[src/rtl/min3_share_ctrl_if.sv]
// rtl/min3_share_ctrl_if.sv - requester and result channels of the shared min3 controller
interface min3_share_ctrl_if #(
    parameter int W = 8
);
    logic         req0_valid;
    logic         req0_ready;
    logic [W-1:0] req0_a;
    logic [W-1:0] req0_b;
    logic [W-1:0] req0_c;

    logic         req1_valid;
    logic         req1_ready;
    logic [W-1:0] req1_a;
    logic [W-1:0] req1_b;
    logic [W-1:0] req1_c;

    logic         out_valid;
    logic         out_ready;
    logic [W-1:0] out_min;
    logic         out_id;

    // Controller side: consumes triples, produces tagged results
    modport slave (
        input  req0_valid, req0_a, req0_b, req0_c,
        input  req1_valid, req1_a, req1_b, req1_c,
        input  out_ready,
        output req0_ready, req1_ready,
        output out_valid, out_min, out_id
    );

    // Environment side: requesters plus downstream consumer
    modport master (
        output req0_valid, req0_a, req0_b, req0_c,
        output req1_valid, req1_a, req1_b, req1_c,
        output out_ready,
        input  req0_ready, req1_ready,
        input  out_valid, out_min, out_id
    );
endinterface

[src/rtl/min3_share_ctrl.sv]
// rtl/min3_share_ctrl.sv - round-robin shared two-pass min(a,b,c) controller
module min3_share_ctrl #(
    parameter int W = 8
) (
    input  logic                clk,
    input  logic                rst_n,
    min3_share_ctrl_if.slave    ctrl
);

    typedef enum logic [1:0] {
        IDLE = 2'd0,
        CMP1 = 2'd1,
        CMP2 = 2'd2,
        DONE = 2'd3
    } state_t;

    state_t       state_q, state_d;
    logic         rr_ptr_q, rr_ptr_d;
    logic         id_q, id_d;
    logic [W-1:0] a_q, a_d;
    logic [W-1:0] b_q, b_d;
    logic [W-1:0] c_q, c_d;
    logic [W-1:0] cmp_q, cmp_d;

    logic         both_valid;
    logic         win_id;
    logic         ready0;
    logic         ready1;
    logic         accept;
    logic [W-1:0] cmp_x;
    logic [W-1:0] cmp_y;
    logic [W-1:0] cmp_min;

    // Contention resolved by rr_ptr; a lone requester always wins.
    // Grants are suppressed while reset is held so nothing is acknowledged then.
    always_comb begin
        both_valid = ctrl.req0_valid & ctrl.req1_valid;
        win_id     = both_valid ? rr_ptr_q : ctrl.req1_valid;
        ready0     = rst_n & (state_q == IDLE) & ctrl.req0_valid & ~win_id;
        ready1     = rst_n & (state_q == IDLE) & ctrl.req1_valid &  win_id;
        accept     = ready0 | ready1;
    end

    // Single comparator: first pass (a,b), second pass (running min, c).
    // Ties keep the x-side operand; the value is the same either way.
    always_comb begin
        cmp_x   = (state_q == CMP2) ? cmp_q : a_q;
        cmp_y   = (state_q == CMP2) ? c_q   : b_q;
        cmp_min = (cmp_x > cmp_y) ? cmp_y : cmp_x;
    end

    always_comb begin
        state_d  = state_q;
        rr_ptr_d = rr_ptr_q;
        id_d     = id_q;
        a_d      = a_q;
        b_d      = b_q;
        c_d      = c_q;
        cmp_d    = cmp_q;
        case (state_q)
            IDLE: begin
                if (accept) begin
                    a_d      = win_id ? ctrl.req1_a : ctrl.req0_a;
                    b_d      = win_id ? ctrl.req1_b : ctrl.req0_b;
                    c_d      = win_id ? ctrl.req1_c : ctrl.req0_c;
                    id_d     = win_id;
                    rr_ptr_d = ~win_id;
                    state_d  = CMP1;
                end
            end
            CMP1: begin
                cmp_d   = cmp_min;
                state_d = CMP2;
            end
            CMP2: begin
                cmp_d   = cmp_min;
                state_d = DONE;
            end
            DONE: begin
                if (ctrl.out_ready) begin
                    state_d = IDLE;
                end
            end
            default: begin
                state_d = IDLE;
            end
        endcase
    end

    always_ff @(posedge clk or negedge rst_n) begin
        if (!rst_n) begin
            state_q  <= IDLE;
            rr_ptr_q <= 1'b0;
            id_q     <= 1'b0;
            a_q      <= '0;
            b_q      <= '0;
            c_q      <= '0;
            cmp_q    <= '0;
        end else begin
            state_q  <= state_d;
            rr_ptr_q <= rr_ptr_d;
            id_q     <= id_d;
            a_q      <= a_d;
            b_q      <= b_d;
            c_q      <= c_d;
            cmp_q    <= cmp_d;
        end
    end

    // Result registers only change outside DONE, so outputs hold under backpressure
    assign ctrl.req0_ready = ready0;
    assign ctrl.req1_ready = ready1;
    assign ctrl.out_valid  = (state_q == DONE);
    assign ctrl.out_min    = cmp_q;
    assign ctrl.out_id     = id_q;

endmodule

[src/flat_wrapper.sv]
// flat-port wrapper written by rule: the top's interface ports become plain ports
module min3_share_ctrl_flat 
#(
    parameter int W = 8
)
  (clk, rst_n, ctrl_req0_valid, ctrl_req0_a, ctrl_req0_b, ctrl_req0_c, ctrl_req1_valid, ctrl_req1_a, ctrl_req1_b, ctrl_req1_c, ctrl_out_ready, ctrl_req0_ready, ctrl_req1_ready, ctrl_out_valid, ctrl_out_min, ctrl_out_id);
  min3_share_ctrl_if #(.W(W)) ctrl_i ();
  input  logic clk;
  input  logic rst_n;
  input wire logic [$bits(ctrl_i.req0_valid)-1:0] ctrl_req0_valid;
  input wire logic [$bits(ctrl_i.req0_a)-1:0] ctrl_req0_a;
  input wire logic [$bits(ctrl_i.req0_b)-1:0] ctrl_req0_b;
  input wire logic [$bits(ctrl_i.req0_c)-1:0] ctrl_req0_c;
  input wire logic [$bits(ctrl_i.req1_valid)-1:0] ctrl_req1_valid;
  input wire logic [$bits(ctrl_i.req1_a)-1:0] ctrl_req1_a;
  input wire logic [$bits(ctrl_i.req1_b)-1:0] ctrl_req1_b;
  input wire logic [$bits(ctrl_i.req1_c)-1:0] ctrl_req1_c;
  input wire logic [$bits(ctrl_i.out_ready)-1:0] ctrl_out_ready;
  output wire logic [$bits(ctrl_i.req0_ready)-1:0] ctrl_req0_ready;
  output wire logic [$bits(ctrl_i.req1_ready)-1:0] ctrl_req1_ready;
  output wire logic [$bits(ctrl_i.out_valid)-1:0] ctrl_out_valid;
  output wire logic [$bits(ctrl_i.out_min)-1:0] ctrl_out_min;
  output wire logic [$bits(ctrl_i.out_id)-1:0] ctrl_out_id;
  assign ctrl_i.req0_valid = ctrl_req0_valid;
  assign ctrl_i.req0_a = ctrl_req0_a;
  assign ctrl_i.req0_b = ctrl_req0_b;
  assign ctrl_i.req0_c = ctrl_req0_c;
  assign ctrl_i.req1_valid = ctrl_req1_valid;
  assign ctrl_i.req1_a = ctrl_req1_a;
  assign ctrl_i.req1_b = ctrl_req1_b;
  assign ctrl_i.req1_c = ctrl_req1_c;
  assign ctrl_i.out_ready = ctrl_out_ready;
  assign ctrl_req0_ready = ctrl_i.req0_ready;
  assign ctrl_req1_ready = ctrl_i.req1_ready;
  assign ctrl_out_valid = ctrl_i.out_valid;
  assign ctrl_out_min = ctrl_i.out_min;
  assign ctrl_out_id = ctrl_i.out_id;
  min3_share_ctrl #(.W(W)) u_core (.clk(clk), .rst_n(rst_n), .ctrl(ctrl_i));
endmodule
[config.mk]
export PLATFORM = sky130hd
export DESIGN_NAME = min3_share_ctrl_flat
export DESIGN_NICKNAME = d
export VERILOG_FILES = /design/src/rtl/min3_share_ctrl_if.sv /design/src/rtl/min3_share_ctrl.sv /design/src/flat_wrapper.sv
export SDC_FILE = /design/constraint.sdc
export NUM_CORES = 1
export LEC_CHECK = 0
export CORE_ASPECT_RATIO = 1.25
export CORE_MARGIN = 4
export CORE_UTILIZATION = 52
export CTS_BUF_LIST = sky130_fd_sc_hd__clkbuf_2 sky130_fd_sc_hd__clkbuf_4 sky130_fd_sc_hd__clkbuf_8
export DETAILED_ROUTE_END_ITERATION = 8
export PLACE_DENSITY = 0.88
export RECOVER_POWER = 25
export SKIP_CTS_REPAIR_TIMING = 1
export SLEW_MARGIN = 20
export SYNTH_ARGS = -nofsm -noshare
export SYNTH_HDL_FRONTEND = slang
export SYNTH_SLANG_ARGS = --single-unit
export TNS_END_PERCENT = 50
[constraint.sdc]
create_clock -name clk -period 6.42 [get_ports clk]
set_clock_uncertainty 0.15 [all_clocks]
set_input_delay 1.284 -clock clk [delete_from_list [all_inputs] [get_ports clk]]
set_output_delay 1.284 -clock clk [all_outputs]
set_load 0.02 [all_outputs]
After elaboration in Yosys (flattened, before gate mapping)
Index checks and enable logic that the tools add are counted.
{"block": "op_classes", "reduce_logical": 4, "n_mux": 10, "magnitude_cmp": 1, "eq_ne": 5, "n_bitwise": 8}
{"cell": "$mux W8", "count": 6}
{"cell": "$gt A8 B8 Y1", "count": 1}
{"cell": "$pmux W2 S4", "count": 1}
{"cell": "$and A1 B1 Y1", "count": 6}
{"cell": "$eq A2 B2 Y1 const B", "count": 2}
{"cell": "$mux W2", "count": 2}
{"cell": "$reduce_and A2 Y1", "count": 2}
{"cell": "$eq A2 B1 Y1 const B", "count": 1}
{"cell": "$logic_not A2 Y1", "count": 1}
{"cell": "$ne A2 B1 Y1 const B", "count": 1}
{"cell": "$ne A2 B2 Y1 const B", "count": 1}
{"cell": "$reduce_or A2 Y1", "count": 1}
{"cell": "$mux W1", "count": 1}
{"cell": "$not A1 Y1", "count": 1}
{"cell": "$or A1 B1 Y1", "count": 1}
{"block": "word_totals", "word_cells": 35, "ff_bits": 36, "out_inout_bits": 12, "input_bits": 53}

Longest topological paths before layout
Gate-level depths: netlist of the first run.
{"block": "logic_depth", "depth_word": 7, "ltp_mapped": 12, "mapped_depth_nobuf": 9}

Least setup slack after synthesis of the first run
Ideal clock, no wire load.
{"block": "synth_timing", "kind": "input to output", "start": "input rst_n", "end": "output ctrl_req1_ready", "path_stages": 3, "n_path_buf": 1, "t_arrival_ps": 1852, "t_required_ps": 4986, "slack_ps": 3134, "cell_sequence": "nand3_1 > a21oi_2 > buf_2"}
{"block": "synth_via", "elab_chain_cells": 3}
{"item": "start, declared", "line_no": "flat_wrapper.sv:9", "text": "input logic rst_n;"}
{"item": "$and A1 B1 Y1 (3 in series)", "line_no": "min3_share_ctrl.sv:40", "text": "ready1 = rst_n & (state_q == IDLE) & ctrl.req1_valid & win_id;"}
{"item": "end, declared", "line_no": "flat_wrapper.sv:20", "text": "output wire logic [$bits(ctrl_i.req1_ready)-1:0] ctrl_req1_ready;"}
Every way passes these cells.

Worst setup path in the final report of the first run
{"block": "layout_timing", "start": "input ctrl_req0_valid", "end": "output ctrl_req0_ready"}
{"block": "layout_via", "elab_chain_cells": 4, "word_cells_on_any_way": 5, "classes_between": "1 x mux; 4 x bitwise"}
{"item": "start, declared", "line_no": "flat_wrapper.sv:10", "text": "input wire logic [$bits(ctrl_i.req0_valid)-1:0] ctrl_req0_valid;"}
{"item": "$and A1 B1 Y1", "line_no": "min3_share_ctrl.sv:37", "text": "both_valid = ctrl.req0_valid & ctrl.req1_valid;"}
{"item": "$mux W1", "line_no": "min3_share_ctrl.sv:38", "text": "win_id = both_valid ? rr_ptr_q : ctrl.req1_valid;"}
{"item": "$not A1 Y1", "line_no": "min3_share_ctrl.sv:39", "text": "ready0 = rst_n & (state_q == IDLE) & ctrl.req0_valid & ~win_id;"}
{"item": "$and A1 B1 Y1 *", "line_no": "min3_share_ctrl.sv:39"}
{"item": "end, declared", "line_no": "flat_wrapper.sv:19", "text": "output wire logic [$bits(ctrl_i.req0_ready)-1:0] ctrl_req0_ready;"}
Mark *: on every way between the ends. The rest lies on a longest branch, timed or not.

==> run_results.csv, run 1 <==
group,metric,value,unit
pwr,power_frac_seq,0.278,
clock_tree,cts_tree,"yes",
pwr,power_frac_comb,0.604,
drt,drcViolationCount,0,
floorplan,core-area,3785,um2
place,io_buffers,64,
logic_synthesis,syn_area,2036,um2
timing,worst_slack,1.936,ns
worst_setup_path,endpoint_kind,"primary output",
logic_synthesis,syn_area_per_cell,10.83,um2
clock_tree,htreeDepth,2,
logic_synthesis,synth_top_family_by_area,"compound AO/OA/AOI/OAI gates",
layout,antenna_cells,0,
drt,dr_total_vias,1777,
worst_setup_path,reg2reg_depth,9,
pwr,power_density,514.5,nW/um2
timing,finalSetupViolations,0,
worst_setup_path,ff2ff_setup_slack,2.91,ns
clock_tree,clock_sink_count,36,
place,place_hpwl,3.626,mm
timing,tns,0,ns
drt,totalWireLength,5.127,mm
pwr,p_int,0.0008088,W
logic_synthesis,yosysWarnings,0,
timing,fin_crit,4.484,ns
timing,fmax,223.0,MHz
global_route,grt_max_degree,38,
floorplan,die_area,4986,um2
place,gp_congestion,0.8316,
layout,areaGrowthSynthToFinish,37.37,%
hold_path,hp-start,"u_core.ctrl.out_id",
layout,final_nets,316,
place,dp_slack,1.987,ns
logic_synthesis,synth-compound-area-share,0.2250,
clock_tree,worstSkewPairLatency,0.29,ns
global_route,track_usage,0.2211,
floorplan,ioPinCount,65,
timing,timing.slew.headroom,-0.3466,
global_route,use_met1,0.2610,
floorplan,initial_core_util,0.5379,
logic_synthesis,ys_ff_latch,36,
hold_path,min_path_type,"reg -> reg",
job,drv_cap,1,
logic_synthesis,synthAdderAreaFrac,0.07376,
logic_synthesis,synth_area_leaders,"dfrtp_1, a222oi_1, ha_1",
drt,ant_nets,0,
pwr,vdd_drop_max,0.2686,mV
hold_path,hold_depth,1,
logic_synthesis,yosys.area.top_type,"dfrtp_1",
clock_tree,ctsRootBufferMaster,"clkbuf_8",
run_status,status,"complete, but fails checks",
logic_synthesis,ys_seq_area_frac,0.4425,
layout,final_area,2796,um2
worst_setup_path,crit_arrival,3.05,ns
logic_synthesis,yosys.area_share.simple,0.08974,
global_route,busiest_layer,"met2",
worst_setup_path,start_kind,"primary input",
worst_setup_path,path_max_fanout,26,
timing,tightest_slew,2.020,ns
timing,rsz0062_at_grt,"false",
logic_synthesis,netlist.area_leader.share,0.4425,
pwr,swShare,0.4379,
global_route,grt_first_pass_wirelength,8.576,mm
place,placed_cell_area,2696,um2
clock_tree,clk_pin_slew_worst_paths,0.06,ns
pwr,pwr-share-clk,0.118,
logic_synthesis,syn_nets,253,
run_status,violations,"capacitance limit, slew limit",
global_route,globalRouteMet2Util,0.3733,
worst_setup_path,r2r_start,"u_core.state_q[0]",
worst_setup_path,rr_endpoint,"u_core.ctrl.out_min[7]",
floorplan,die_w,63.96,um
pwr,p_sw,0.0006301,W
global_route,grt_pass1_vias,1904,
drt,vias_per_cell,5.826,
layout,final_util,0.7388,
logic_synthesis,muxShareOfSynthArea,0.08543,
worst_setup_path,critPathKind,"in -> out",
layout,fill_cells,270,
layout,drive_gt1_frac,0.1076,
logic_synthesis,netlist_instances,188,
floorplan,num_rows,25,
clock_tree,cts.path.max_buffers,2,
timing,final_hold_viol_count,0,
pwr,power.leakage,1.317,nW
global_route,antenna_found_initial,0,
logic_synthesis,synth_cell_types,29,
worst_setup_path,cp.required,4.99,ns
clock_tree,cts_buffers,5,
hold_path,hold_end,"u_core.ctrl.out_id",
drt,first_pass_iters,5,
logic_synthesis,synth-xor-area-share,0,
timing,drv_slew,38,
drt,drt_iter0_markers,131,
global_route,overflow,0,
global_route,grt_use_met3,0.03907,
drt,wl_per_cell,16.81,um
floorplan,die_height,77.96,um
timing,fin_crit_sh,0.6984,
[logic make-up (layout without fill, tap and decap cells)]
family,count (synthesis),after routing
AO/OA/AOI/OAI,50,50
buffers and inverters,39,102
flip-flops,36,36
AND/OR/NAND/NOR,35,35
multiplexers,16,16
adder cells (fa/ha/maj),12,12
[layout by cell type (no fill, tap or decap), types with 2 or more instances in the layout]
master,netlist,layout
clkdlybuf4s50_1,0,63
dfrtp_1,36,36
inv_1,28,28
a222oi_1,24,24
ha_1,12,12
nand2_1,10,10
nor2_1,9,9
mux2i_1,8,8
a221o_1,8,8
mux2_2,7,7
nor3_1,7,7
clkbuf_8,0,7
a21oi_1,5,5
o21ai_0,3,3
nand3_1,2,2
a21oi_2,2,2
o21ai_1,2,2
nor2b_1,2,2
a21o_1,2,2
clkbuf_1,2,2
buf_4,0,2
[layout make-up]
type	instances	area (um2)	area share
Timing Repair Buffer	67	653.1	0.2336
Inverter	28	105.1	0.03758
Multi-Input combinational cell	113	973.4	0.3481
Tap cell	54	67.56	0.02416
Clock buffer	7	96.34	0.03445
Sequential cell	36	900.9	0.3221
[layer usage]
layer,vias up,part of all wire
li1,837,-
met1,865,0.40
met2,63,0.51
met3,12,0.057
met4,0,0.028
met5,-,0
[cell usage after synthesis]
master / instances
buf_6: 2
a21o_1: 2
clkbuf_1: 2
mux2_4: 1
nand2_1: 10
nor2_4: 1
o211ai_2: 2
a222oi_1: 24
nand3_1: 2
a211o_2: 1
nand4_1: 1
nor2_1: 9
a211oi_4: 1
buf_2: 7
a21oi_1: 5
nand4_4: 1
nor2b_1: 2
a21oi_2: 2
nor3_1: 7
o21ai_0: 3
ha_1: 12
nand2_2: 1
dfrtp_1: 36
inv_1: 28
a221o_1: 8
nor2b_2: 1
o21ai_1: 2
mux2_2: 7
mux2i_1: 8
[stage by stage]
step                      std cells  hold slack (ns)  power [W]
after floorplan                 188           0.3021   0.001048
after global placement          298           0.3181   0.001220
after detailed placement        298           0.3247   0.001254
after CTS                       305           0.3416   0.001436
after global routing            305           0.3620   0.001559
final                           305           0.3341   0.001439
[state kept, by name (all words and copies together), names as in the netlist]
register             cells
u_core.c_q               8
u_core.ctrl.out_min      8
u_core.b_q               8
u_core.a_q               8
u_core.rr_ptr_q          1
u_core.state_q           2
u_core.ctrl.out_id       1
[worst max path at each step]
stage	from	to	slack (ns)	cells past startpoint
global placement	ctrl_req1_valid	ctrl_req1_ready	2.01	5
detailed placement	ctrl_req0_valid	ctrl_req0_ready	1.99	5
floorplan	rst_n	ctrl_req1_ready	3.13	3
CTS	ctrl_req0_valid	ctrl_req0_ready	1.98	5
finish	ctrl_req0_valid	ctrl_req0_ready	1.94	5
global route	rst_n	u_core.state_q[0]	1.70	6
[power by group through the flow]
stage / combinational, W / sequential, W / clock, W
floorplan: 0.000641 / 0.000408 / 0
global placement: 0.000825 / 0.000395 / 0
detailed placement: 0.000854 / 0.000400 / 0
CTS: 0.000866 / 0.000397 / 0.000173
global route: 0.000968 / 0.000412 / 0.000179
finish: 0.000869 / 0.000400 / 0.000170
[worst max-delay path: stages]
cell,delay (ns)
clkdlybuf4s50_1,0.56
nand3_1,0.12
a21oi_2,0.11
buf_4,0.29
clkdlybuf4s50_1,0.67
Power figures use the tool's default switching activity.
==> inputs of run 2 (changes only) <==
Settings changed: CORE_UTILIZATION 52 to 43, PLACE_DENSITY 0.88 to 0.78.
Clock period 6.42 ns to 3.82 ns, I/O delays scaled along.
==> run 2 against run 1 <==
Against the previous run:
- critical path depth grew 5
- sequential cell count stayed put
- critical path type is now reg -> reg
- the flow now finishes without violations
- sequential power increased by 67%
==> run_results.csv, run 2 (synthesized netlist as in run 1, its figures left out) <==
group,metric,value,unit
drt,vias_per_cell,5.646,
place,io_buffers,64,
clock_tree,cts_tree,"yes",
place,gp_congestion,0.8273,
clock_tree,clock_sink_count,36,
clock_tree,htreeDepth,2,
clock_tree,ctsRootBufferMaster,"clkbuf_8",
pwr,power_density,873.7,nW/um2
drt,totalWireLength,4.921,mm
layout,final_common_cell,"clkdlybuf4s50_1",
global_route,antenna_found_initial,0,
place,place_inst,303,
run_status,status,"complete, no violations",
worst_setup_path,endpoint_kind,"register",
layout,areaGrowthSynthToFinish,39.52,%
drt,drt_iter0_markers,137,
job,drv_cap,0,
floorplan,initial_core_util,0.4531,
worst_setup_path,crit_arrival,3.36,ns
timing,fin_crit_sh,0.8748,
global_route,grt_max_degree,28,
worst_setup_path,path_max_fanout,12,
timing,tightest_slew,1.244,ns
place,placed_cell_area,2709,um2
floorplan,die_height,84.93,um
global_route,track_usage,0.1733,
pwr,vdd_drop_max,0.3988,mV
timing,fin_crit,3.342,ns
drt,dr_total_vias,1756,
worst_setup_path,start_kind,"register",
layout,final_nets,317,
worst_setup_path,crit_family,"adder cells",
floorplan,die_w,69.54,um
timing,timing.slew.headroom,0.1706,
timing,final_hold_viol_count,0,
timing,rsz0062_at_grt,"false",
worst_setup_path,path_common_cell,"ha_1",
worst_setup_path,reg2reg_depth,10,
worst_setup_path,cp.required,3.84,ns
worst_setup_path,critPathKind,"reg -> reg",
timing,finalSetupViolations,0,
worst_setup_path,r2r_start,"u_core.state_q[0]",
floorplan,ioPinCount,65,
layout,stdcell_count,311,
global_route,grt_pass1_vias,1828,
worst_setup_path,ff2ff_setup_slack,0.48,ns
clock_tree,clk_pin_slew_worst_paths,0.07,ns
floorplan,core-area,4493,um2
timing,tns,0,ns
hold_path,min_path_type,"in -> async",
floorplan,die_area,5906,um2
clock_tree,cts_buffers,5,
worst_setup_path,critPathMaxStageDelay,0.57,ns
global_route,overflow,0,
place,place_hpwl,3.672,mm
clock_tree,worstSkewPairLatency,0.29,ns
timing,fmax,299.3,MHz
worst_setup_path,crit_chain,"inv_1, ha_1, buf_4, mux2i_1, ha_1, nand4_1, nor2_4, nor2b_1, nor3_1, a221o_1",
drt,drcViolationCount,0,
pwr,power.total,0.002482,W
layout,final_cell_mix,"clkdlybuf4s50_1, dfrtp_1, inv_1",
floorplan,num_rows,27,
layout,antenna_cells,0,
global_route,grt_first_pass_wirelength,8.362,mm
timing,drv_slew,0,
layout,drive_gt1_frac,0.1186,
pwr,power.leakage,1.339,nW
worst_setup_path,path_buf_inv,2,
drt,first_pass_iters,8,
drt,wl_per_cell,15.82,um
timing,hold_ws,0.2304,ns
clock_tree,cts.path.max_buffers,2,
worst_setup_path,crit_slowest_cell,"ha_1",
worst_setup_path,rr_endpoint,"u_core.ctrl.out_min[1]",
drt,ant_nets,0,
layout,final_area,2840,um2
-- run 2: worst max-delay path by stage --
stage,from,to,slack (ns),depth (start not counted)
after floorplan,u_core.state_q[0],u_core.ctrl.out_min[0],1.26,10
after global placement,ctrl_req0_valid,ctrl_req0_ready,0.55,4
after detailed placement,u_core.state_q[0],u_core.ctrl.out_min[1],0.53,10
after CTS,u_core.state_q[0],u_core.ctrl.out_min[1],0.52,10
after global routing,u_core.state_q[0],u_core.ctrl.out_min[5],0.31,10
final,u_core.state_q[0],u_core.ctrl.out_min[1],0.48,10
-- run 2: layer usage --
layer / part of all wire / track usage
met1: 0.42 / 0.2039
met2: 0.49 / 0.3090
met3: 0.083 / 0.04739
met4: 0.0061 / 0.04796
met5: 0 / 0
-- run 2: layout make-up --
type / count / area [um2]
fill: 366 / 1653
multi-input combinational: 113 / 973.4
sequential: 36 / 900.9
timing repair buffer: 68 / 661.9
inverter: 28 / 105.1
clock buffer: 7 / 96.34
tap: 58 / 72.57
clock inverter: 1 / 30.03
-- run 2: through the flow --
step,util,setup WS (ns)
final,0.6321,0.4784
after global routing,0.6321,0.3119
after CTS,0.6310,0.5209
after detailed placement,0.6029,0.5337
after global placement,0.6029,0.5526
after floorplan,-,1.264
-- run 2: power breakdown --
part	internal, W	total, W	switching, W	leakage (nW)
sequential	0.000559	0.000668	0.000110	0.455
clock	0.000230	0.000360	0.000130	0.0645
combinational	0.000642	0.00145	0.000811	0.820
==> inputs of run 3 (changes only) <==
Settings changed: CORE_MARGIN 4 to default.
==> run 3 against run 2 <==
Against the previous run:
- the flow now finishes with violations (capacitance limit, slew limit)
- combinational power about the same
- fmax grew 4.7%
- non-clock buffer count increased by 2
- sequential share of layout area rose by 0.27 points
- highest routed layer unchanged
- utilization decreased by 0.054 points
- global-route usage grew 3.3 points
- first-iteration DRC count fell by 8.8%
- register-to-register slack improved by 0.15 ns
- final area shrank 0.84%
- clock power decreased by 21%
==> run_results.csv, run 3 (synthesized netlist as in run 1, its figures left out) <==
group,metric,value,unit
run_status,status,"complete, but fails checks",
run_status,violations,"capacitance limit, slew limit",
floorplan,ioPinCount,65,
drt,vias_per_cell,5.639,
timing,fin_crit,3.192,ns
global_route,antenna_found_initial,0,
clock_tree,cts.path.max_buffers,2,
timing,final_hold_viol_count,0,
worst_setup_path,r2r_start,"u_core.state_q[0]",
floorplan,die_area,5015,um2
drt,totalWireLength,4.677,mm
layout,final_common_cell,"clkdlybuf4s50_1",
global_route,track_usage,0.2063,
worst_setup_path,reg2reg_depth,10,
clock_tree,worstSkewPairLatency,0.29,ns
worst_setup_path,path_max_fanout,12,
layout,final_nets,319,
pwr,power_density,852.0,nW/um2
timing,tightest_slew,1.715,ns
timing,finalSetupViolations,0,
layout,final_util,0.6316,
worst_setup_path,crit_end,"u_core.ctrl.out_min[0]",
drt,dr_total_vias,1765,
clock_tree,ctsRootBufferMaster,"clkbuf_8",
clock_tree,clk_pin_slew_worst_paths,0.07,ns
clock_tree,clock_sink_count,36,
timing,worst_slack,0.6276,ns
floorplan,initial_core_util,0.4565,
timing,tns,0,ns
drt,ant_nets,0,
job,drv_cap,1,
place,dp_slack,0.6624,ns
place,io_buffers,64,
floorplan,num_rows,27,
timing,fmax,313.2,MHz
place,place_hpwl,3.513,mm
pwr,vdd_drop_max,0.3222,mV
layout,areaGrowthSynthToFinish,38.35,%
global_route,overflow,0,
worst_setup_path,startpoint,"u_core.state_q[0]",
worst_setup_path,rr_endpoint,"u_core.ctrl.out_min[0]",
timing,timing.slew.headroom,-0.1433,
pwr,power.leakage,1.334,nW
clock_tree,htreeDepth,2,
worst_setup_path,ff2ff_setup_slack,0.63,ns
global_route,grt_pass1_vias,1675,
timing,hold_ws,0.1902,ns
place,gp_congestion,0.8305,
place,placed_cell_area,2724,um2
drt,drcViolationCount,0,
worst_setup_path,cp.required,3.84,ns
worst_setup_path,critPathKind,"reg -> reg",
worst_setup_path,crit_arrival,3.21,ns
clock_tree,cts_tree,"yes",
floorplan,die_w,63.54,um
drt,drt_iter0_markers,125,
layout,drive_gt1_frac,0.1216,
worst_setup_path,endpoint_kind,"register",
global_route,grt_first_pass_wirelength,7.955,mm
floorplan,core-area,4459,um2
timing,fin_crit_sh,0.8357,
drt,first_pass_iters,5,
layout,final_area,2816,um2
global_route,grt_max_degree,35,
clock_tree,cts_buffers,5,
floorplan,die_height,78.93,um
layout,antenna_cells,0,
worst_setup_path,start_kind,"register",
layout,final_cell_mix,"clkdlybuf4s50_1, dfrtp_1, inv_1",
drt,wl_per_cell,14.94,um
timing,drv_slew,35,
timing,rsz0062_at_grt,"false",
hold_path,min_path_type,"in -> async",
## run 3: metrics by stage
step	instances	total power [W]
finish	313	0.002400
global route	313	0.002621
CTS	313	0.002400
detailed placement	305	0.002114
global placement	305	0.002080
floorplan	188	0.001762
## run 3: power by group
part | total [W] | leakage, nW | internal (W) | switching [W]
clock network | 0.000283 | 0.0523 | 0.000161 | 0.000122
registers | 0.000675 | 0.455 | 0.000559 | 0.000115
logic | 0.00144 | 0.826 | 0.000650 | 0.000792
total | 0.00240 | 1.33 | 0.00137 | 0.00103
## run 3: layout make-up
type / instances / area, um2
Inverter: 28 / 105.1
Timing Repair Buffer: 70 / 675.6
Tap cell: 58 / 72.57
Clock buffer: 8 / 97.59
Sequential cell: 36 / 900.9
Multi-Input combinational cell: 113 / 964.7
Fill cell: 383 / 1643
## run 3: worst max-delay path: stages (launching register included)
cell and delay, ns:
dfrtp_1 0.38, inv_1 0.11, ha_1 0.50, buf_4 0.24
mux2i_1 0.27, ha_1 0.32, nand4_1 0.19, nor2_4 0.06
nor2b_1 0.44, nor2_1 0.11, a221o_1 0.30
## run 3: metal layers
| layer | share of wire | GRT usage | wire length (um) | vias to the layer above |
|---|---|---|---|---|
| li1 | - | - | - | 844 |
| met1 | 0.44 | 0.2697 | 2069 | 851 |
| met4 | 0.016 | 0.08182 | 76 | 0 |
| met3 | 0.056 | 0.04310 | 262 | 6 |
| met5 | 0 | 0 | 0 | - |
| met2 | 0.48 | 0.3319 | 2268 | 64 |
## run 3: how the worst min path moves through the flow
stage | end | slack [ns] | cells after the start
2_1_floorplan | u_core.a_q[1] | 0.30 | 2
3_3_place_gp | u_core.ctrl.out_id | 0.31 | 1
3_5_place_dp | u_core.ctrl.out_id | 0.31 | 1
4_1_cts | u_core.rr_ptr_q | 0.14 | 1
5_1_grt | u_core.ctrl.out_id | 0.19 | 1
6_report | u_core.rr_ptr_q | 0.19 | 1
